--- src/rtl/subservient_loader_pkg.sv ---
// Shared command bytes, state encodings and debug-bus request bundle for the
// subservient UART loader.
package subservient_loader_pkg;

    localparam logic [7:0] CMD_WRITE = 8'h57;
    localparam logic [7:0] CMD_GO    = 8'h47;
    localparam logic [7:0] CMD_HALT  = 8'h48;
    localparam logic [7:0] CMD_READ  = 8'h52;

    // RADDR/RWAIT/TX are only reachable when readback is built in.
    typedef enum logic [2:0] {
        ST_IDLE,
        ST_ADDR,
        ST_LEN,
        ST_DATA,
        ST_WAIT,
        ST_RADDR,
        ST_RWAIT,
        ST_TX
    } ld_state_t;

    typedef enum logic [1:0] {
        RX_IDLE,
        RX_START,
        RX_DATA,
        RX_STOP
    } rx_state_t;

    typedef struct packed {
        logic [31:0] adr;
        logic [31:0] dat;
        logic [3:0]  sel;
        logic        we;
        logic        stb;
    } wb_req_t;

endpackage

--- src/rtl/subservient_uart_rx.sv ---
// 8N1 UART receiver: 2-flop synchronizer, half-bit start confirmation and
// centre sampling; emits a one-cycle byte strobe or a framing-error strobe.
module subservient_uart_rx
    import subservient_loader_pkg::*;
#(
    parameter int CLKS_PER_BIT = 217
) (
    input  logic       i_clk,
    input  logic       i_rst_n,
    input  logic       i_rx,
    output logic [7:0] o_byte,
    output logic       o_valid,
    output logic       o_frame_err
);

    localparam logic [15:0] BIT_END  = 16'(CLKS_PER_BIT - 1);
    localparam logic [15:0] HALF_END = 16'(CLKS_PER_BIT / 2 - 1);

    logic        rx_meta, rx_sync, rx_prev;
    rx_state_t   state, state_n;
    logic [15:0] cnt, cnt_n;
    logic [2:0]  bit_idx, bit_idx_n;
    logic [7:0]  sh, sh_n, byte_n;
    logic        vld_n, ferr_n;

    always_ff @(posedge i_clk) begin
        if (!i_rst_n) begin
            rx_meta     <= 1'b1;
            rx_sync     <= 1'b1;
            rx_prev     <= 1'b1;
            state       <= RX_IDLE;
            cnt         <= '0;
            bit_idx     <= '0;
            sh          <= '0;
            o_byte      <= '0;
            o_valid     <= 1'b0;
            o_frame_err <= 1'b0;
        end else begin
            rx_meta     <= i_rx;
            rx_sync     <= rx_meta;
            rx_prev     <= rx_sync;
            state       <= state_n;
            cnt         <= cnt_n;
            bit_idx     <= bit_idx_n;
            sh          <= sh_n;
            o_byte      <= byte_n;
            o_valid     <= vld_n;
            o_frame_err <= ferr_n;
        end
    end

    always_comb begin
        state_n   = state;
        cnt_n     = cnt + 16'd1;
        bit_idx_n = bit_idx;
        sh_n      = sh;
        byte_n    = o_byte;
        vld_n     = 1'b0;
        ferr_n    = 1'b0;
        case (state)
            RX_IDLE: begin
                cnt_n = '0;
                if (rx_prev && !rx_sync) state_n = RX_START;
            end
            RX_START: begin
                // A start that is no longer low at mid-bit was a glitch.
                if (cnt == HALF_END) begin
                    cnt_n     = '0;
                    bit_idx_n = '0;
                    state_n   = rx_sync ? RX_IDLE : RX_DATA;
                end
            end
            RX_DATA: begin
                if (cnt == BIT_END) begin
                    cnt_n     = '0;
                    sh_n      = {rx_sync, sh[7:1]};
                    bit_idx_n = bit_idx + 3'd1;
                    if (bit_idx == 3'd7) state_n = RX_STOP;
                end
            end
            RX_STOP: begin
                if (cnt == BIT_END) begin
                    cnt_n   = '0;
                    state_n = RX_IDLE;
                    if (rx_sync) begin
                        byte_n = sh;
                        vld_n  = 1'b1;
                    end else begin
                        ferr_n = 1'b1;
                    end
                end
            end
            default: state_n = RX_IDLE;
        endcase
    end

endmodule

--- src/rtl/subservient_uart_loader.sv ---
// UART program loader / debug Wishbone master for the subservient SoC.
// Define SUBSERVIENT_LOADER_READBACK_EN to add the 'R' read command and o_tx.
module subservient_uart_loader
    import subservient_loader_pkg::*;
#(
    parameter int CLKS_PER_BIT = 217
) (
    input  logic        i_clk,
    input  logic        i_rst_n,
    input  logic        i_rx,
    output logic        o_debug_mode,
    output logic        o_cpu_rst,
    output logic [31:0] o_wb_dbg_adr,
    output logic [31:0] o_wb_dbg_dat,
    output logic [3:0]  o_wb_dbg_sel,
    output logic        o_wb_dbg_we,
    output logic        o_wb_dbg_stb,
    input  logic [31:0] i_wb_dbg_rdt,
    input  logic        i_wb_dbg_ack,
    output logic        o_err
`ifdef SUBSERVIENT_LOADER_READBACK_EN
    ,
    output logic        o_tx
`endif
);

    logic [7:0]  rx_byte;
    logic        rx_vld, rx_ferr;
    ld_state_t   state, state_n;
    wb_req_t     req, req_n;
    logic        debug_mode, debug_mode_n, err_n;
    logic [23:0] asm_q, asm_n;
    logic [1:0]  byte_cnt, byte_cnt_n;
    logic [15:0] len, len_n;

`ifdef SUBSERVIENT_LOADER_READBACK_EN
    localparam logic [15:0] BIT_END = 16'(CLKS_PER_BIT - 1);
    logic [9:0]  tx_frame, tx_frame_n;
    logic [23:0] tx_word, tx_word_n;
    logic [3:0]  tx_bits, tx_bits_n;
    logic [1:0]  tx_bytes, tx_bytes_n;
    logic [15:0] tx_cnt, tx_cnt_n;
    logic        tx_q, tx_q_n;
    assign o_tx = tx_q;
`else
    logic unused_rdt;
    assign unused_rdt = ^i_wb_dbg_rdt;
`endif

    subservient_uart_rx #(.CLKS_PER_BIT(CLKS_PER_BIT)) u_rx (
        .i_clk       (i_clk),
        .i_rst_n     (i_rst_n),
        .i_rx        (i_rx),
        .o_byte      (rx_byte),
        .o_valid     (rx_vld),
        .o_frame_err (rx_ferr)
    );

    assign o_debug_mode = debug_mode;
    assign o_cpu_rst    = debug_mode;
    assign o_wb_dbg_adr = req.adr;
    assign o_wb_dbg_dat = req.dat;
    assign o_wb_dbg_sel = req.sel;
    assign o_wb_dbg_we  = req.we;
    assign o_wb_dbg_stb = req.stb;

    always_ff @(posedge i_clk) begin
        if (!i_rst_n) begin
            state      <= ST_IDLE;
            req        <= '0;
            debug_mode <= 1'b1;
            o_err      <= 1'b0;
            asm_q      <= '0;
            byte_cnt   <= '0;
            len        <= '0;
`ifdef SUBSERVIENT_LOADER_READBACK_EN
            tx_frame   <= '1;
            tx_word    <= '0;
            tx_bits    <= '0;
            tx_bytes   <= '0;
            tx_cnt     <= '0;
            tx_q       <= 1'b1;
`endif
        end else begin
            state      <= state_n;
            req        <= req_n;
            debug_mode <= debug_mode_n;
            o_err      <= err_n;
            asm_q      <= asm_n;
            byte_cnt   <= byte_cnt_n;
            len        <= len_n;
`ifdef SUBSERVIENT_LOADER_READBACK_EN
            tx_frame   <= tx_frame_n;
            tx_word    <= tx_word_n;
            tx_bits    <= tx_bits_n;
            tx_bytes   <= tx_bytes_n;
            tx_cnt     <= tx_cnt_n;
            tx_q       <= tx_q_n;
`endif
        end
    end

    always_comb begin
        state_n      = state;
        req_n        = req;
        debug_mode_n = debug_mode;
        err_n        = rx_ferr;
        asm_n        = asm_q;
        byte_cnt_n   = byte_cnt;
        len_n        = len;
`ifdef SUBSERVIENT_LOADER_READBACK_EN
        tx_frame_n   = tx_frame;
        tx_word_n    = tx_word;
        tx_bits_n    = tx_bits;
        tx_bytes_n   = tx_bytes;
        tx_cnt_n     = tx_cnt;
`endif
        case (state)
            ST_IDLE: begin
                if (rx_vld) begin
                    byte_cnt_n = '0;
                    case (rx_byte)
                        CMD_WRITE: if (debug_mode) state_n = ST_ADDR;
                        CMD_GO:    debug_mode_n = 1'b0;
                        CMD_HALT:  debug_mode_n = 1'b1;
`ifdef SUBSERVIENT_LOADER_READBACK_EN
                        CMD_READ:  state_n = ST_RADDR;
`endif
                        default: ;
                    endcase
                end
            end
            ST_ADDR, ST_RADDR: begin
                if (rx_vld) begin
                    asm_n      = {rx_byte, asm_q[23:8]};
                    byte_cnt_n = byte_cnt + 2'd1;
                    if (byte_cnt == 2'd3) begin
                        req_n.adr = {rx_byte, asm_q[23:2], 2'b00};
`ifdef SUBSERVIENT_LOADER_READBACK_EN
                        if (state == ST_RADDR) begin
                            req_n.stb = 1'b1;
                            req_n.we  = 1'b0;
                            req_n.sel = 4'hF;
                            state_n   = ST_RWAIT;
                        end else
`endif
                        state_n = ST_LEN;
                    end
                end
            end
            ST_LEN: begin
                if (rx_vld) begin
                    asm_n      = {rx_byte, asm_q[23:8]};
                    byte_cnt_n = byte_cnt + 2'd1;
                    if (byte_cnt == 2'd1) begin
                        len_n      = {rx_byte, asm_q[23:16]};
                        byte_cnt_n = '0;
                        state_n    = (len_n == 16'd0) ? ST_IDLE : ST_DATA;
                    end
                end
            end
            ST_DATA, ST_WAIT: begin
                // The next word keeps assembling while the bus write is pending;
                // completing it before the ack is an overrun and restarts it.
                if (rx_vld) begin
                    asm_n      = {rx_byte, asm_q[23:8]};
                    byte_cnt_n = byte_cnt + 2'd1;
                    if (byte_cnt == 2'd3) begin
                        if (req.stb) begin
                            err_n = 1'b1;
                        end else begin
                            req_n.dat = {rx_byte, asm_q};
                            req_n.stb = 1'b1;
                            req_n.we  = 1'b1;
                            req_n.sel = 4'hF;
                            state_n   = ST_WAIT;
                        end
                    end
                end
                if (state == ST_WAIT && req.stb && i_wb_dbg_ack) begin
                    req_n.stb = 1'b0;
                    req_n.we  = 1'b0;
                    req_n.adr = req.adr + 32'd4;
                    len_n     = len - 16'd1;
                    state_n   = (len == 16'd1) ? ST_IDLE : ST_DATA;
                end
            end
`ifdef SUBSERVIENT_LOADER_READBACK_EN
            ST_RWAIT: begin
                if (req.stb && i_wb_dbg_ack) begin
                    req_n.stb  = 1'b0;
                    tx_frame_n = {1'b1, i_wb_dbg_rdt[7:0], 1'b0};
                    tx_word_n  = i_wb_dbg_rdt[31:8];
                    tx_bits_n  = '0;
                    tx_bytes_n = '0;
                    tx_cnt_n   = '0;
                    state_n    = ST_TX;
                end
            end
            ST_TX: begin
                tx_cnt_n = tx_cnt + 16'd1;
                if (tx_cnt == BIT_END) begin
                    tx_cnt_n = '0;
                    if (tx_bits == 4'd9) begin
                        if (tx_bytes == 2'd3) begin
                            state_n = ST_IDLE;
                        end else begin
                            tx_frame_n = {1'b1, tx_word[7:0], 1'b0};
                            tx_word_n  = {8'h00, tx_word[23:8]};
                            tx_bytes_n = tx_bytes + 2'd1;
                            tx_bits_n  = '0;
                        end
                    end else begin
                        tx_frame_n = {1'b1, tx_frame[9:1]};
                        tx_bits_n  = tx_bits + 4'd1;
                    end
                end
            end
`endif
            default: state_n = ST_IDLE;
        endcase
`ifdef SUBSERVIENT_LOADER_READBACK_EN
        tx_q_n = (state_n == ST_TX) ? tx_frame_n[0] : 1'b1;
`endif
    end

endmodule

--- config.mk ---
export PLATFORM = sky130hd
export DESIGN_NAME = subservient_uart_loader
export DESIGN_NICKNAME = d
export VERILOG_FILES = /design/src/rtl/subservient_loader_pkg.sv /design/src/rtl/subservient_uart_rx.sv /design/src/rtl/subservient_uart_loader.sv
export SDC_FILE = /design/constraint.sdc
export NUM_CORES = 1
export LEC_CHECK = 0
export CORE_AREA = 2 2 109 132
export CTS_BUF_LIST = sky130_fd_sc_hd__clkbuf_16
export CTS_CLUSTER_SIZE = 10
export DETAILED_ROUTE_END_ITERATION = 10
export DIE_AREA = 0 0 111 134
export PLACE_DENSITY = 0.84
export SYNTH_ARGS = -nofsm -noshare
export SYNTH_HDL_FRONTEND = slang
export SYNTH_SLANG_ARGS = --single-unit
export TNS_END_PERCENT = 100
--- constraint.sdc ---
create_clock -name i_clk -period 2.6 [get_ports i_clk]
set_input_delay 0.39 -clock i_clk [delete_from_list [all_inputs] [get_ports i_clk]]
set_output_delay 0.39 -clock i_clk [all_outputs]
set_load 0.01 [all_outputs]
## Word level (Yosys, flattened, before mapping)

Index checks and enable logic that the tools add are counted.
W data, S select, Z words.

- Muxes and demuxes: 51
- Bitwise logic cells: 1
- Reduce and logical (&&, ||, !) cells: 33
- Equal/unequal tests: 35
- Add/subtract/negate cells: 5

Operators with widths:

| operator | count |
|---|---|
| $mux W32 | 3 |
| $mux W16 | 5 |
| $pmux W32 S2 | 1 |
| $pmux W16 S3 | 1 |
| $mux W3 | 13 |
| $add A32 B3 Y32 const B | 1 |
| $mux W2 | 16 |
| $pmux W16 S2 | 1 |
| $eq A8 B7 Y1 const B | 3 |
| $ne A2 B1 Y1 const B | 11 |
| $reduce_and A4 Y1 | 5 |
| $add A16 B1 Y16 const B | 1 |
| $eq A16 B1 Y1 const B | 1 |
| $eq A16 B7 Y1 const B | 1 |
| $eq A16 B8 Y1 const B | 1 |
| $logic_not A16 Y1 | 1 |
| $sub A16 B1 Y16 const B | 1 |
| $reduce_and A3 Y1 | 5 |
| $pmux W3 S4 | 1 |
| $reduce_bool A2 Y1 | 6 |
| $reduce_and A10 Y1 | 1 |
| $eq A3 B3 Y1 const B | 3 |
| $ne A2 B2 Y1 const B | 4 |
| $pmux W2 S4 | 1 |
| 23 further kinds | 38 |

- Register bits: 156
- Word-level logic and storage cells: 146

## Depth between registers and ports, before layout

Gate-level depths: netlist of run 1.

- Depth after elaboration: 5
- Mapped depth: 9

## Hierarchy

Synthesis of run 1 repeated with hierarchy kept, for this count alone.

- Cells, all modules: 927
- Area, all modules: 7365.8 sq um

By module, submodules not included:

| module | cells each | instances | area each (sq um) |
|---|---|---|---|
| subservient_uart_loader | 721 | 1 | 5476.5 |
| subservient_uart_rx | 206 | 1 | 1889.3 |

## Worst setup path after synthesis of run 1

Ideal clock, no wire load.

- Path kind: reg-to-reg
- Start: register req, in the netlist o_wb_dbg_adr[2]
- End: register req, in the netlist o_wb_dbg_adr[22]
- Path buffers: 0
- Cell stages (with the launch flop): 7
- Period minus slack after synthesis: 1972 ps
- Setup time: 120 ps
- Setup slack: 628 ps
- Arrival time: 1853 ps
- Cell sequence: dfxtp_1 -> ha_1 -> nand3_1 -> nor4_1 -> nand3_1 -> and3_1 -> o31a_1

- Cells in the longest elaborated chain, start to end: 3

Ends and longest elaborated chain:

| item | RTL line | text |
|---|---|---|
| start: declaration | subservient_uart_loader.sv:30 | `wb_req_t req, req_n;` |
| start signal: assignment | subservient_uart_loader.sv:86 | `req <= req_n;` |
| $add A32 B3 Y32 | subservient_uart_loader.sv:183 | `req_n.adr = req.adr + 32'd4;` |
| $mux W32 | subservient_uart_loader.sv:180 | `if (state == ST_WAIT && req.stb && i_wb_dbg_ack) begin` |
| $pmux W32 S2 | subservient_uart_loader.sv:118 | `case (state)` |

Every way passes these cells. The select of a mux whose other input is x is not followed.
A chain may end at the register's enable or synchronous reset.

## Worst setup path after layout of run 1

- Start: register len[0]
- End: register len[8]

- Cells in the longest elaborated chain, start to end: 3

Ends and longest elaborated chain:

| item | RTL line | text |
|---|---|---|
| start: declaration | subservient_uart_loader.sv:34 | `logic [15:0] len, len_n;` |
| start signal: assignment | subservient_uart_loader.sv:91 | `len <= len_n;` |
| $sub A16 B1 Y16 | subservient_uart_loader.sv:184 | `len_n = len - 16'd1;` |
| $mux W16 | subservient_uart_loader.sv:180 |  |
| $pmux W16 S2 | subservient_uart_loader.sv:118 |  |

Every way passes these cells. The select of a mux whose other input is x is not followed.

==> impl_metrics.prom, run 1 <==
# TYPE chip_impl_metric gauge
chip_impl_metric{name="antenna_cells",unit=""} 0
chip_impl_metric{name="drv_slew",unit=""} 0
chip_impl_metric{name="r2r.worst_path.cells",unit=""} 7
chip_impl_metric{name="critical_path_arrival",unit="ns"} 2.54
chip_impl_metric{name="place_inst",unit=""} 1129
chip_impl_metric{name="synth_seq_cells",unit=""} 154
chip_impl_info{name="source_of_the_worst_register_to_register_timing_path",value="len[0]$_SDFFE_PN0P_"} 1
chip_impl_metric{name="post_cts_resize_count",unit=""} 0
chip_impl_metric{name="clock_skew",unit="ns"} 0.00643
chip_impl_metric{name="rows",unit=""} 47
chip_impl_info{name="cp_slowest_cell",value="or4b_2"} 1
chip_impl_info{name="worstSetupStartpoint",value="len[0]$_SDFFE_PN0P_"} 1
chip_impl_metric{name="die_y",unit="um"} 134
chip_impl_metric{name="cts.sinks",unit=""} 154
chip_impl_metric{name="layoutNonFillerInstCount",unit=""} 1161
chip_impl_metric{name="fp.dieArea",unit="sq mm"} 0.0149
chip_impl_metric{name="drt_iter0_drc",unit=""} 676
chip_impl_metric{name="timing.critical_path.required",unit="ns"} 2.96
chip_impl_metric{name="endpoints_failing_setup",unit=""} 0
chip_impl_metric{name="fin_util",unit="%"} 64.4
chip_impl_metric{name="synth_enable_flop_cells",unit=""} 0
chip_impl_info{name="synth_flop_cell",value="dfxtp_1"} 1
chip_impl_metric{name="global_route_wire_length_before_repair",unit="um"} 31500
chip_impl_metric{name="drc_errors",unit=""} 0
chip_impl_metric{name="antenna_found_initial",unit=""} 0
chip_impl_metric{name="grt.overflow.total",unit=""} 0
chip_impl_metric{name="initial_core_utilization",unit="%"} 53.4
chip_impl_info{name="library_cell_used_as_clock_root_buffer",value="clkbuf_16"} 1
chip_impl_info{name="layout_common_cells",value="175 x nand2_1, 154 x dfxtp_1, 106 x a21oi_1"} 1
chip_impl_metric{name="report.final.hold_viol_count",unit=""} 0
chip_impl_metric{name="yosys_warnings",unit=""} 0
chip_impl_metric{name="buffer_ports.inserted",unit=""} 74
chip_impl_metric{name="reg2reg_slack",unit="ns"} 0.41
chip_impl_info{name="hold_path_class",value="flop to flop"} 1
chip_impl_metric{name="place.gp.congestion",unit=""} 0.895
chip_impl_metric{name="post_syn_area_per_cell",unit="sq um"} 7.82
chip_impl_metric{name="final_antenna_net_count",unit=""} 0
chip_impl_metric{name="drt_wl_total",unit="um"} 19500
chip_impl_metric{name="hold_depth",unit=""} 1
chip_impl_info{name="launch_point_of_the_worst_hold_path",value="u_rx.rx_meta$_SDFF_PN1_"} 1
chip_impl_info{name="regToRegEndpoint",value="len[8]$_SDFFE_PN0P_"} 1
chip_impl_info{name="grt_setup_unrepaired",value="no"} 1
chip_impl_metric{name="global_route.usage.total",unit="%"} 25.9
chip_impl_metric{name="p_comb_share",unit="%"} 1.3
chip_impl_metric{name="post-route-min-period",unit="ns"} 2.19
chip_impl_metric{name="drt-pass1-iter-count",unit=""} 6
chip_impl_metric{name="synth_cell_types",unit=""} 69
chip_impl_metric{name="maximum_number_of_pins_on_one_net_before_global_route_repair",unit=""} 109
chip_impl_metric{name="dieWidth",unit="um"} 111
chip_impl_metric{name="cts.path.max_buffers",unit=""} 2
chip_impl_metric{name="path_clk_slew",unit="ns"} 0.06
chip_impl_metric{name="ir_drop",unit="mV"} 0.498
chip_impl_metric{name="groute.layer.met1.usage",unit="%"} 29.9
chip_impl_metric{name="synth-seq-area-share",unit="%"} 42.5
chip_impl_metric{name="slew_margin_rel",unit="%"} 53.8
chip_impl_info{name="final_common_cell",value="nand2_1"} 1
chip_impl_metric{name="netlist_area",unit="sq mm"} 0.00725
chip_impl_info{name="criticalPathCategory",value="flop to flop"} 1
chip_impl_info{name="start_kind",value="flop"} 1
chip_impl_metric{name="switching_share",unit="%"} 21.5
chip_impl_info{name="hold_end",value="u_rx.rx_sync$_SDFF_PN1_"} 1
chip_impl_metric{name="design_power_total",unit="mW"} 4.95
chip_impl_metric{name="groute.layer.met2.usage",unit="%"} 45.2
chip_impl_metric{name="p_clk_share",unit="%"} 51.0
chip_impl_metric{name="total_leakage_power",unit="nW"} 3.07
chip_impl_metric{name="via_count_of_the_first_global_routing_pass",unit=""} 6504
chip_impl_metric{name="power_switching",unit="mW"} 1.06
chip_impl_metric{name="crit_fanout",unit=""} 6
chip_impl_metric{name="cts-htree-levels",unit=""} 4
chip_impl_metric{name="cts.hold.buffers_added",unit=""} 0
chip_impl_info{name="outcome",value="complete, no violations"} 1
chip_impl_metric{name="seq_power_share",unit="%"} 47.8
chip_impl_metric{name="critical-path-max-stage-delay",unit="ns"} 0.67
chip_impl_metric{name="fin_tns_setup",unit="ns"} 0
chip_impl_metric{name="asyncSetResetFlopFracSynth",unit="%"} 0
chip_impl_metric{name="layout_cell_share_with_drive_strength_beyond_1",unit="%"} 7.37
chip_impl_metric{name="area_delta_synth_final",unit="%"} 20.6
chip_impl_metric{name="place_hpwl",unit="um"} 12700
chip_impl_metric{name="grt.met3_usage",unit="%"} 5.29
chip_impl_info{name="cts_tree",value="built"} 1
chip_impl_metric{name="internal_power",unit="mW"} 3.89
chip_impl_metric{name="fin_crit_sh",unit="%"} 84.1
chip_impl_metric{name="post_cts.repair.setup_buffers",unit=""} 0
chip_impl_metric{name="netlist_instances",unit=""} 927
chip_impl_metric{name="skew_pair_late_insertion_delay",unit="ns"} 0.43
chip_impl_metric{name="floorplan.io_pins",unit=""} 109
chip_impl_info{name="grt.busiest_layer",value="met2"} 1
chip_impl_metric{name="achievable-frequency",unit="MHz"} 457
chip_impl_metric{name="worstMarginPinSlew",unit="ns"} 0.687
chip_impl_metric{name="pwr_density_cell",unit="mW/mm^2"} 566
chip_impl_metric{name="num_vias",unit=""} 7097
chip_impl_metric{name="cts_buffers",unit=""} 17
chip_impl_metric{name="count_of_maximum_capacitance_violations",unit=""} 0
chip_impl_info{name="crit_chain",value="inv_1, ha_1, or4b_2, nor4_1, nor3b_1, o21ai_0, a21oi_1"} 1
chip_impl_metric{name="drt-wirelength-per-cell",unit="um"} 16.8
chip_impl_info{name="critical_path.endpoint_type",value="flop"} 1
chip_impl_metric{name="avgViaCountPerCell",unit=""} 6.11
chip_impl_metric{name="fp.coreArea",unit="sq mm"} 0.0136
chip_impl_metric{name="finalNetCount",unit=""} 1023
routing by layer:
layer	part of all wire, %	routed length (um)
met4	4.8	944
met1	39	7600
met3	6.2	1210
met2	50	9780
met5	0	0
state kept, by name, summed over array words and instances, names as in the netlist, 2 cells and up:
name,count
state,3
u_rx.bit_idx,3
len,16
o_wb_dbg_adr,30
u_rx.cnt,16
u_rx.state,2
asm_q,24
byte_cnt,2
o_wb_dbg_dat,32
u_rx.o_byte,8
u_rx.sh,8
power groups by stage:
stage	clock [mW]	sequential [mW]	combinational [mW]
after floorplan	0	2.42	0.0456
after global placement	0	2.42	0.0613
after detailed placement	0	2.42	0.0617
after CTS	2.54	2.37	0.0620
after global routing	2.64	2.36	0.0668
final	2.52	2.37	0.0624
area by class of cell:
type	instances	area [sq um]
fillers	1124	4840
multi-input cells	690	3840
flip-flops and latches	154	3080
repair buffers	100	961
clock buffers	17	425
well taps	171	214
clock inverters	15	173
inverters	14	52.6
worst max path at each step:
stage | endpoint | slack [ns] | cells past startpoint
after floorplan | o_wb_dbg_adr[22]$_SDFFE_PN0P_ | 0.63 | 6
after global placement | o_wb_dbg_adr[31]$_SDFFE_PN0P_ | 0.45 | 5
after CTS | len[8]$_SDFFE_PN0P_ | 0.43 | 7
after global routing | len[8]$_SDFFE_PN0P_ | 0.18 | 7
after detailed placement | o_wb_dbg_adr[24]$_SDFFE_PN0P_ | 0.43 | 6
final | len[8]$_SDFFE_PN0P_ | 0.41 | 7
synth_stat cells (6+ instances only):
| master | n | area [sq um] |
|---|---|---|
| a31oi_1 | 7 | 43.8 |
| nand2b_1 | 6 | 37.5 |
| xor2_1 | 8 | 70.1 |
| nand3_1 | 35 | 175 |
| clkbuf_1 | 49 | 184 |
| nor4_1 | 20 | 125 |
| or3_1 | 7 | 43.8 |
| a21oi_1 | 106 | 531 |
| and3_1 | 21 | 131 |
| o22ai_1 | 9 | 56.3 |
| dfxtp_1 | 154 | 3080 |
| o21ai_0 | 42 | 210 |
| or4_1 | 7 | 52.6 |
| a211oi_1 | 7 | 52.6 |
| xnor2_1 | 7 | 61.3 |
| nor3_1 | 17 | 85.1 |
| nand4_1 | 14 | 87.6 |
| o211ai_1 | 9 | 67.6 |
| nand2_1 | 175 | 657 |
| nor2_1 | 79 | 297 |
| inv_1 | 13 | 48.8 |
| mux2i_1 | 17 | 170 |
| o31a_1 | 7 | 61.3 |
| buf_2 | 14 | 70.1 |
| buf_4 | 6 | 45.0 |
| ha_1 | 10 | 125 |
critical path, delay by kind of cell, from the launching register on:
family	cells	cell delay, ns
adder cells (fa/ha/maj)	1	0.24
AO/OA/AOI/OAI	2	0.24
flip-flops	1	0.35
AND/OR/NAND/NOR	3	1.22
buffers and inverters	1	0.07
metrics by stage:
step           hold WS, ns  area, sq um  setup WS, ns
3_3_place_gp         0.392         8150         0.454
3_5_place_dp         0.403         8150         0.428
6_report             0.406         8750         0.414
2_1_floorplan        0.386         7250         0.628
5_1_grt              0.431         8750         0.181
4_1_cts              0.411         8750         0.432
kinds of logic after synthesis:
kind of cell | after synthesis | share of synthesized area, %
XOR/XNOR | 15 | 1.81
adder cells (fa/ha/maj) | 10 | 1.73
multiplexers | 17 | 2.35
AO/OA/AOI/OAI | 236 | 19.9
buffers and inverters | 84 | 4.92
AND/OR/NAND/NOR | 410 | 26.7
flip-flops | 154 | 42.5
other | 1 | 0.0517
No activity file was read; power rests on OpenSTA's default activity.
==> inputs of run 2 (changes only) <==
--- a/config.mk
+++ b/config.mk
@@ -5,12 +5,12 @@
 export SDC_FILE = /design/constraint.sdc
 export NUM_CORES = 1
 export LEC_CHECK = 0
-export CORE_AREA = 2 2 109 132
+export CORE_AREA = 2 2 115 139
 export CTS_BUF_LIST = sky130_fd_sc_hd__clkbuf_16
 export CTS_CLUSTER_SIZE = 10
 export DETAILED_ROUTE_END_ITERATION = 10
-export DIE_AREA = 0 0 111 134
-export PLACE_DENSITY = 0.84
+export DIE_AREA = 0 0 117 141
+export PLACE_DENSITY = 0.8
 export SYNTH_ARGS = -nofsm -noshare
 export SYNTH_HDL_FRONTEND = slang
 export SYNTH_SLANG_ARGS = --single-unit
==> constraint.sdc (replaced) <==
create_clock -name i_clk -period 1.9 [get_ports i_clk]
set_input_delay 0.285 -clock i_clk [delete_from_list [all_inputs] [get_ports i_clk]]
set_output_delay 0.285 -clock i_clk [all_outputs]
set_load 0.01 [all_outputs]
==> run 2 against run 1 <==
First-iteration DRC count rose by 17%. Sequential share of layout area down 3.3 points. Maximum frequency increased by 18%. Combinational power is 52% higher. Critical path type unchanged. Critical endpoint is now len[11]$_SDFFE_PN0P_. Highest routed layer unchanged.
==> impl_metrics.prom, run 2 (synthesis gave the netlist of run 1 again) <==
# TYPE chip_impl_metric gauge
chip_impl_info{name="criticalPathCategory",value="flop to flop"} 1
chip_impl_metric{name="drv_slew",unit=""} 0
chip_impl_metric{name="cts_buffers",unit=""} 17
chip_impl_info{name="critical_path.endpoint_type",value="flop"} 1
chip_impl_info{name="cp_slowest_cell",value="or3b_4"} 1
chip_impl_metric{name="final.fill_count",unit=""} 1237
chip_impl_info{name="hold_path_class",value="flop to flop"} 1
chip_impl_metric{name="grt.overflow.total",unit=""} 0
chip_impl_metric{name="fp.coreArea",unit="sq mm"} 0.0153
chip_impl_metric{name="skew_pair_late_insertion_delay",unit="ns"} 0.43
chip_impl_metric{name="global_route.usage.total",unit="%"} 25.3
chip_impl_info{name="cts_tree",value="built"} 1
chip_impl_metric{name="drt_wl_total",unit="um"} 21300
chip_impl_metric{name="via_count_of_the_first_global_routing_pass",unit=""} 6839
chip_impl_info{name="layout_common_cells",value="171 x nand2_1, 146 x dfxtp_1, 106 x a21oi_1"} 1
chip_impl_metric{name="antenna_cells",unit=""} 0
chip_impl_info{name="crit_chain",value="or3b_4, buf_4, o22a_2, a21oi_1, nor2_1, a211oi_1"} 1
chip_impl_metric{name="ir_drop",unit="mV"} 0.594
chip_impl_metric{name="count_of_maximum_capacitance_violations",unit=""} 0
chip_impl_metric{name="drc_errors",unit=""} 0
chip_impl_info{name="source_of_the_worst_register_to_register_timing_path",value="state[2]$_SDFFE_PN0P_"} 1
chip_impl_metric{name="layout_cell_share_with_drive_strength_beyond_1",unit="%"} 17.7
chip_impl_metric{name="drt_iter0_drc",unit=""} 792
chip_impl_metric{name="place_hpwl",unit="um"} 14000
chip_impl_metric{name="clock_skew",unit="ns"} 0.00836
chip_impl_metric{name="final_antenna_net_count",unit=""} 0
chip_impl_metric{name="max_reg_flops",unit=""} 32
chip_impl_metric{name="drt-wirelength-per-cell",unit="um"} 16.7
chip_impl_metric{name="cts.sinks",unit=""} 154
chip_impl_metric{name="cts-htree-levels",unit=""} 4
chip_impl_metric{name="layoutNonFillerInstCount",unit=""} 1274
chip_impl_metric{name="pwr_density_cell",unit="mW/mm^2"} 689
chip_impl_metric{name="total_leakage_power",unit="nW"} 3.57
chip_impl_metric{name="floorplan.io_pins",unit=""} 109
chip_impl_metric{name="cts.hold.buffers_added",unit=""} 0
chip_impl_metric{name="post-route-min-period",unit="ns"} 1.85
chip_impl_metric{name="drt-pass1-iter-count",unit=""} 7
chip_impl_metric{name="area_delta_synth_final",unit="%"} 33.6
chip_impl_metric{name="critical_path_arrival",unit="ns"} 2.19
chip_impl_info{name="outcome",value="complete, no violations"} 1
chip_impl_metric{name="dieWidth",unit="um"} 117
chip_impl_metric{name="path_clk_slew",unit="ns"} 0.07
chip_impl_metric{name="crit_fanout",unit=""} 11
chip_impl_info{name="start_kind",value="flop"} 1
chip_impl_metric{name="place.gp.congestion",unit=""} 0.896
chip_impl_metric{name="fp.dieArea",unit="sq mm"} 0.0165
chip_impl_metric{name="critical-path-max-stage-delay",unit="ns"} 0.42
chip_impl_metric{name="die_y",unit="um"} 141
chip_impl_metric{name="achievable-frequency",unit="MHz"} 541
chip_impl_metric{name="endpoints_failing_setup",unit=""} 0
chip_impl_info{name="launch_point_of_the_worst_hold_path",value="u_rx.rx_meta$_SDFF_PN1_"} 1
chip_impl_metric{name="rows",unit=""} 50
chip_impl_metric{name="report.final.hold_viol_count",unit=""} 0
chip_impl_metric{name="finalNetCount",unit=""} 1099
chip_impl_metric{name="hold_ws",unit="ns"} 0.407
chip_impl_metric{name="buffer_ports.inserted",unit=""} 74
chip_impl_info{name="library_cell_used_as_clock_root_buffer",value="clkbuf_16"} 1
chip_impl_metric{name="timing.critical_path.required",unit="ns"} 2.24
chip_impl_metric{name="cts.path.max_buffers",unit=""} 2
chip_impl_metric{name="fin_crit_sh",unit="%"} 97.4
chip_impl_metric{name="avgViaCountPerCell",unit=""} 5.93
chip_impl_info{name="grt_setup_unrepaired",value="yes"} 1
chip_impl_metric{name="place_inst",unit=""} 1233
chip_impl_metric{name="global_route_wire_length_before_repair",unit="um"} 33300
chip_impl_metric{name="maximum_number_of_pins_on_one_net_before_global_route_repair",unit=""} 82
chip_impl_info{name="final_common_cell",value="nand2_1"} 1
chip_impl_info{name="worstSetupStartpoint",value="state[2]$_SDFFE_PN0P_"} 1
chip_impl_metric{name="initial_core_utilization",unit="%"} 47.3
chip_impl_metric{name="antenna_found_initial",unit=""} 0
chip_impl_metric{name="num_vias",unit=""} 7549
## run 2: report_power, final
part / total, mW / leakage, nW / internal (mW) / switching (mW)
Clock: 3.34 / 0.288 / 1.77 / 1.58
Sequential: 3.23 / 1.24 / 3.23 / 0.00471
Combinational: 0.0949 / 2.04 / 0.0250 / 0.0699
## run 2: routing by layer
layer | up-vias | global-route usage (%) | share of wire [%]
met5 | - | 0 | 0
met4 | 0 | 13.8 | 4.5
met3 | 77 | 4.30 | 6.2
met2 | 330 | 42.4 | 50
met1 | 3579 | 30.6 | 39
li1 | 3563 | - | -
## run 2: what timing repair did
item,in CTS,in global routing
endpoints found under the hold margin,0,0
setup buffers,0,7
resized for setup,4,44
gates cloned,0,2
endpoints found under the setup margin,7,66
pin swaps,1,8
## run 2: path summary, 6_finish.rpt
| kind | to | slack (ns) | cells after the start |
|---|---|---|---|
| hold / removal | u_rx.rx_sync$_SDFF_PN1_ | 0.41 | 1 |
| hold reg to reg | u_rx.rx_sync$_SDFF_PN1_ | 0.41 | 1 |
| setup reg to reg | len[11]$_SDFFE_PN0P_ | 0.05 | 6 |
| setup / recovery | len[11]$_SDFFE_PN0P_ | 0.05 | 6 |
## run 2: cell type report
| cell class | count | area (sq um) | area share [%] |
|---|---|---|---|
| Multi-Input combinational cell | 690 | 4020 | 41.5 |
| Sequential cell | 154 | 3100 | 32.0 |
| Timing Repair Buffer | 176 | 1660 | 17.2 |
| Clock buffer | 17 | 425 | 4.39 |
| Tap cell | 208 | 260 | 2.69 |
| Clock inverter | 15 | 173 | 1.78 |
| Inverter | 14 | 52.6 | 0.543 |
## run 2: critical path, delay by kind of cell (launching register included)
| kind | cells | cell delay [ns] |
|---|---|---|
| buf+inv | 1 | 0.17 |
| compound gates | 3 | 0.74 |
| simple gates | 2 | 0.49 |
| flops | 1 | 0.37 |
## run 2: per-stage QoR
step                total power, mW  cell area (sq um)  setup TNS [ns]  utilization [%]  setup WS (ns)
floorplan                      3.37               7270               0                -        0.00557
CTS                            6.71               9410               0             61.4        0.00455
global placement               3.40               8800          -0.221             57.4        -0.0777
finish                         6.67               9690               0             63.2         0.0500
detailed placement             3.40               8800          -0.427             57.4         -0.105
global route                   6.84               9690         -0.0586             63.2        -0.0161
==> inputs of run 3 (changes only) <==
--- a/config.mk
+++ b/config.mk
@@ -10,7 +10,8 @@
 export CTS_CLUSTER_SIZE = 10
 export DETAILED_ROUTE_END_ITERATION = 10
 export DIE_AREA = 0 0 117 141
-export PLACE_DENSITY = 0.8
+export PLACE_DENSITY = 0.72
+export REMOVE_ABC_BUFFERS = 1
 export SYNTH_ARGS = -nofsm -noshare
 export SYNTH_HDL_FRONTEND = slang
 export SYNTH_SLANG_ARGS = --single-unit
==> run 3 against run 2 <==
Register-to-register slack about the same. Flip-flop and latch count unchanged. Sequential share of layout area decreased by 0.33 points. Clock-buffer cell count unchanged. Power increased by 1.4%. Largest cell class unchanged.
==> impl_metrics.prom, run 3 (synthesis gave the netlist of run 1 again) <==
# TYPE chip_impl_metric gauge
chip_impl_metric{name="maximum_number_of_pins_on_one_net_before_global_route_repair",unit=""} 70
chip_impl_metric{name="clock_skew",unit="ns"} 0.00850
chip_impl_metric{name="area_delta_synth_final",unit="%"} 34.7
chip_impl_metric{name="count_of_maximum_capacitance_violations",unit=""} 0
chip_impl_info{name="critical_path.endpoint_type",value="flop"} 1
chip_impl_metric{name="pre_cts_slack",unit="ns"} -0.0656
chip_impl_metric{name="buffer_ports.inserted",unit=""} 74
chip_impl_info{name="cts_tree",value="built"} 1
chip_impl_metric{name="dieWidth",unit="um"} 117
chip_impl_metric{name="fp.dieArea",unit="sq mm"} 0.0165
chip_impl_metric{name="cts.hold.buffers_added",unit=""} 0
chip_impl_info{name="grt.busiest_layer",value="met2"} 1
chip_impl_metric{name="cts.sinks",unit=""} 154
chip_impl_metric{name="ir_drop",unit="mV"} 0.500
chip_impl_metric{name="grt.overflow.total",unit=""} 0
chip_impl_info{name="library_cell_used_as_clock_root_buffer",value="clkbuf_16"} 1
chip_impl_metric{name="pwr_density_cell",unit="mW/mm^2"} 693
chip_impl_metric{name="via_count_of_the_first_global_routing_pass",unit=""} 6703
chip_impl_metric{name="hold_ws",unit="ns"} 0.407
chip_impl_metric{name="initial_core_utilization",unit="%"} 47.3
chip_impl_info{name="hold_path_class",value="flop to flop"} 1
chip_impl_metric{name="drt_wl_total",unit="um"} 21700
chip_impl_metric{name="antenna_cells",unit=""} 0
chip_impl_metric{name="crit_fanout",unit=""} 29
chip_impl_metric{name="final_antenna_net_count",unit=""} 0
chip_impl_metric{name="drt-wirelength-per-cell",unit="um"} 16.8
chip_impl_metric{name="reg2reg_slack",unit="ns"} 0.04
chip_impl_metric{name="max_reg_flops",unit=""} 32
chip_impl_metric{name="place_hpwl",unit="um"} 14900
chip_impl_info{name="start_kind",value="flop"} 1
chip_impl_metric{name="achievable-frequency",unit="MHz"} 537
chip_impl_info{name="final_common_cell",value="nand2_1"} 1
chip_impl_metric{name="finalNetCount",unit=""} 1117
chip_impl_metric{name="cts.path.max_buffers",unit=""} 2
chip_impl_metric{name="drt_iter0_drc",unit=""} 658
chip_impl_metric{name="die_y",unit="um"} 141
chip_impl_metric{name="fp.coreArea",unit="sq mm"} 0.0153
chip_impl_metric{name="endpoints_failing_setup",unit=""} 0
chip_impl_metric{name="antenna_found_initial",unit=""} 0
chip_impl_metric{name="global_route.usage.total",unit="%"} 26.0
chip_impl_metric{name="drc_errors",unit=""} 0
chip_impl_metric{name="path_clk_slew",unit="ns"} 0.06
chip_impl_info{name="timing.critical_path.to",value="state[2]$_SDFFE_PN0P_"} 1
chip_impl_metric{name="cts_buffers",unit=""} 17
chip_impl_metric{name="fin_crit_sh",unit="%"} 98.0
chip_impl_metric{name="avgViaCountPerCell",unit=""} 5.71
chip_impl_metric{name="timing.critical_path.required",unit="ns"} 2.21
chip_impl_info{name="outcome",value="complete, no violations"} 1
chip_impl_metric{name="final.fill_count",unit=""} 1302
chip_impl_metric{name="global_route_wire_length_before_repair",unit="um"} 33700
chip_impl_metric{name="layout_cell_share_with_drive_strength_beyond_1",unit="%"} 17.7
chip_impl_metric{name="total_leakage_power",unit="nW"} 3.64
chip_impl_metric{name="groute.layer.met1.usage",unit="%"} 30.1
chip_impl_metric{name="report.final.hold_viol_count",unit=""} 0
chip_impl_metric{name="num_vias",unit=""} 7381
chip_impl_metric{name="grt.met3_usage",unit="%"} 5.29
chip_impl_metric{name="groute.layer.met2.usage",unit="%"} 43.3
chip_impl_metric{name="drv_slew",unit=""} 0
chip_impl_info{name="grt_setup_unrepaired",value="yes"} 1
chip_impl_metric{name="worstMarginPinSlew",unit="ns"} 0.511
chip_impl_metric{name="slew_margin_rel",unit="%"} 65.7
chip_impl_metric{name="cts-htree-levels",unit=""} 4
chip_impl_info{name="criticalPathCategory",value="flop to flop"} 1
chip_impl_metric{name="final.setup.worst_slack",unit="ns"} 0.0385
chip_impl_metric{name="place.gp.congestion",unit=""} 0.933
chip_impl_metric{name="post-route-min-period",unit="ns"} 1.86
chip_impl_metric{name="fin_tns_setup",unit="ns"} 0
chip_impl_metric{name="skew_pair_late_insertion_delay",unit="ns"} 0.43
chip_impl_info{name="layout_common_cells",value="175 x nand2_1, 150 x dfxtp_1, 105 x a21oi_1, 105 x buf_4, 77 x nor2_1"} 1
chip_impl_info{name="regToRegEndpoint",value="state[2]$_SDFFE_PN0P_"} 1
chip_impl_info{name="source_of_the_worst_register_to_register_timing_path",value="state[2]$_SDFFE_PN0P_"} 1
chip_impl_metric{name="drt-pass1-iter-count",unit=""} 5
chip_impl_metric{name="critical_path_arrival",unit="ns"} 2.17
chip_impl_info{name="worstSetupStartpoint",value="state[2]$_SDFFE_PN0P_"} 1
chip_impl_metric{name="rows",unit=""} 50
chip_impl_metric{name="floorplan.io_pins",unit=""} 109
chip_impl_metric{name="r2r.worst_path.cells",unit=""} 9
## run 3: cell types whose count changed in the layout (fill, tap and decap cells not counted), sizes merged, moves of 2 or more
cell	delta
clkinv	-2
buf	+16
clkbuf	+2
inv	+2
## run 3: area by class of cell
| class | instances | area [sq um] | share of cell area (%) |
|---|---|---|---|
| well taps | 208 | 260 | 2.67 |
| multi-input cells | 690 | 3940 | 40.3 |
| repair buffers | 194 | 1830 | 18.7 |
| clock buffers | 17 | 425 | 4.36 |
| clock inverters | 15 | 175 | 1.79 |
| inverters | 14 | 53.8 | 0.551 |
| flip-flops and latches | 154 | 3090 | 31.6 |
## run 3: per-stage QoR
stage          power (mW)  utilization (%)  instances  area (sq um)
2_1_floorplan        3.35                -        858          6950
3_3_place_gp         3.40             58.2       1249          8920
3_5_place_dp         3.40             58.2       1249          8920
4_1_cts              6.83             62.2       1283          9530
5_1_grt              6.98             63.7       1292          9760
6_report             6.76             63.7       1292          9760
## run 3: critical path, stage by stage, from the launching register on
cell and delay, ns:
dfxtp_2 0.33, buf_4 0.13, nor3b_2 0.15, buf_4 0.15, nor2_4 0.28, buf_12 0.23
nor3_4 0.07, buf_12 0.16, nor3_1 0.19, nor2_1 0.07
## run 3: worst min path at each step
stage,from,cells past startpoint,end,slack (ns)
3_5_place_dp,u_rx.rx_meta$_SDFF_PN1_,1,u_rx.rx_sync$_SDFF_PN1_,0.40
3_3_place_gp,u_rx.rx_meta$_SDFF_PN1_,1,u_rx.rx_sync$_SDFF_PN1_,0.39
2_1_floorplan,i_rst_n,1,u_rx.rx_meta$_SDFF_PN1_,0.36
5_1_grt,u_rx.rx_meta$_SDFF_PN1_,1,u_rx.rx_sync$_SDFF_PN1_,0.43
6_report,u_rx.rx_meta$_SDFF_PN1_,1,u_rx.rx_sync$_SDFF_PN1_,0.41
4_1_cts,u_rx.rx_meta$_SDFF_PN1_,1,u_rx.rx_sync$_SDFF_PN1_,0.41
## run 3: metal layers
metal  vias up  share of wire (%)
met5         -                  0
met4         0                6.2
met3        70                5.5
met2       275                 49
met1      3441                 39
li1       3595                  -
## run 3: report_power, final
part | switching (mW) | total, mW | leakage [nW] | internal (mW)
registers | 0.00473 | 3.24 | 1.24 | 3.23
clock network | 1.55 | 3.44 | 0.296 | 1.89
logic | 0.0689 | 0.0929 | 2.10 | 0.0241
total | 1.62 | 6.76 | 3.64 | 5.14
## run 3: timing repair
item,CTS,global route
pin swaps,1,11
cloned,0,3
setup buffers,2,6
gates resized for setup,1,29
endpoints found under the setup margin,4,54
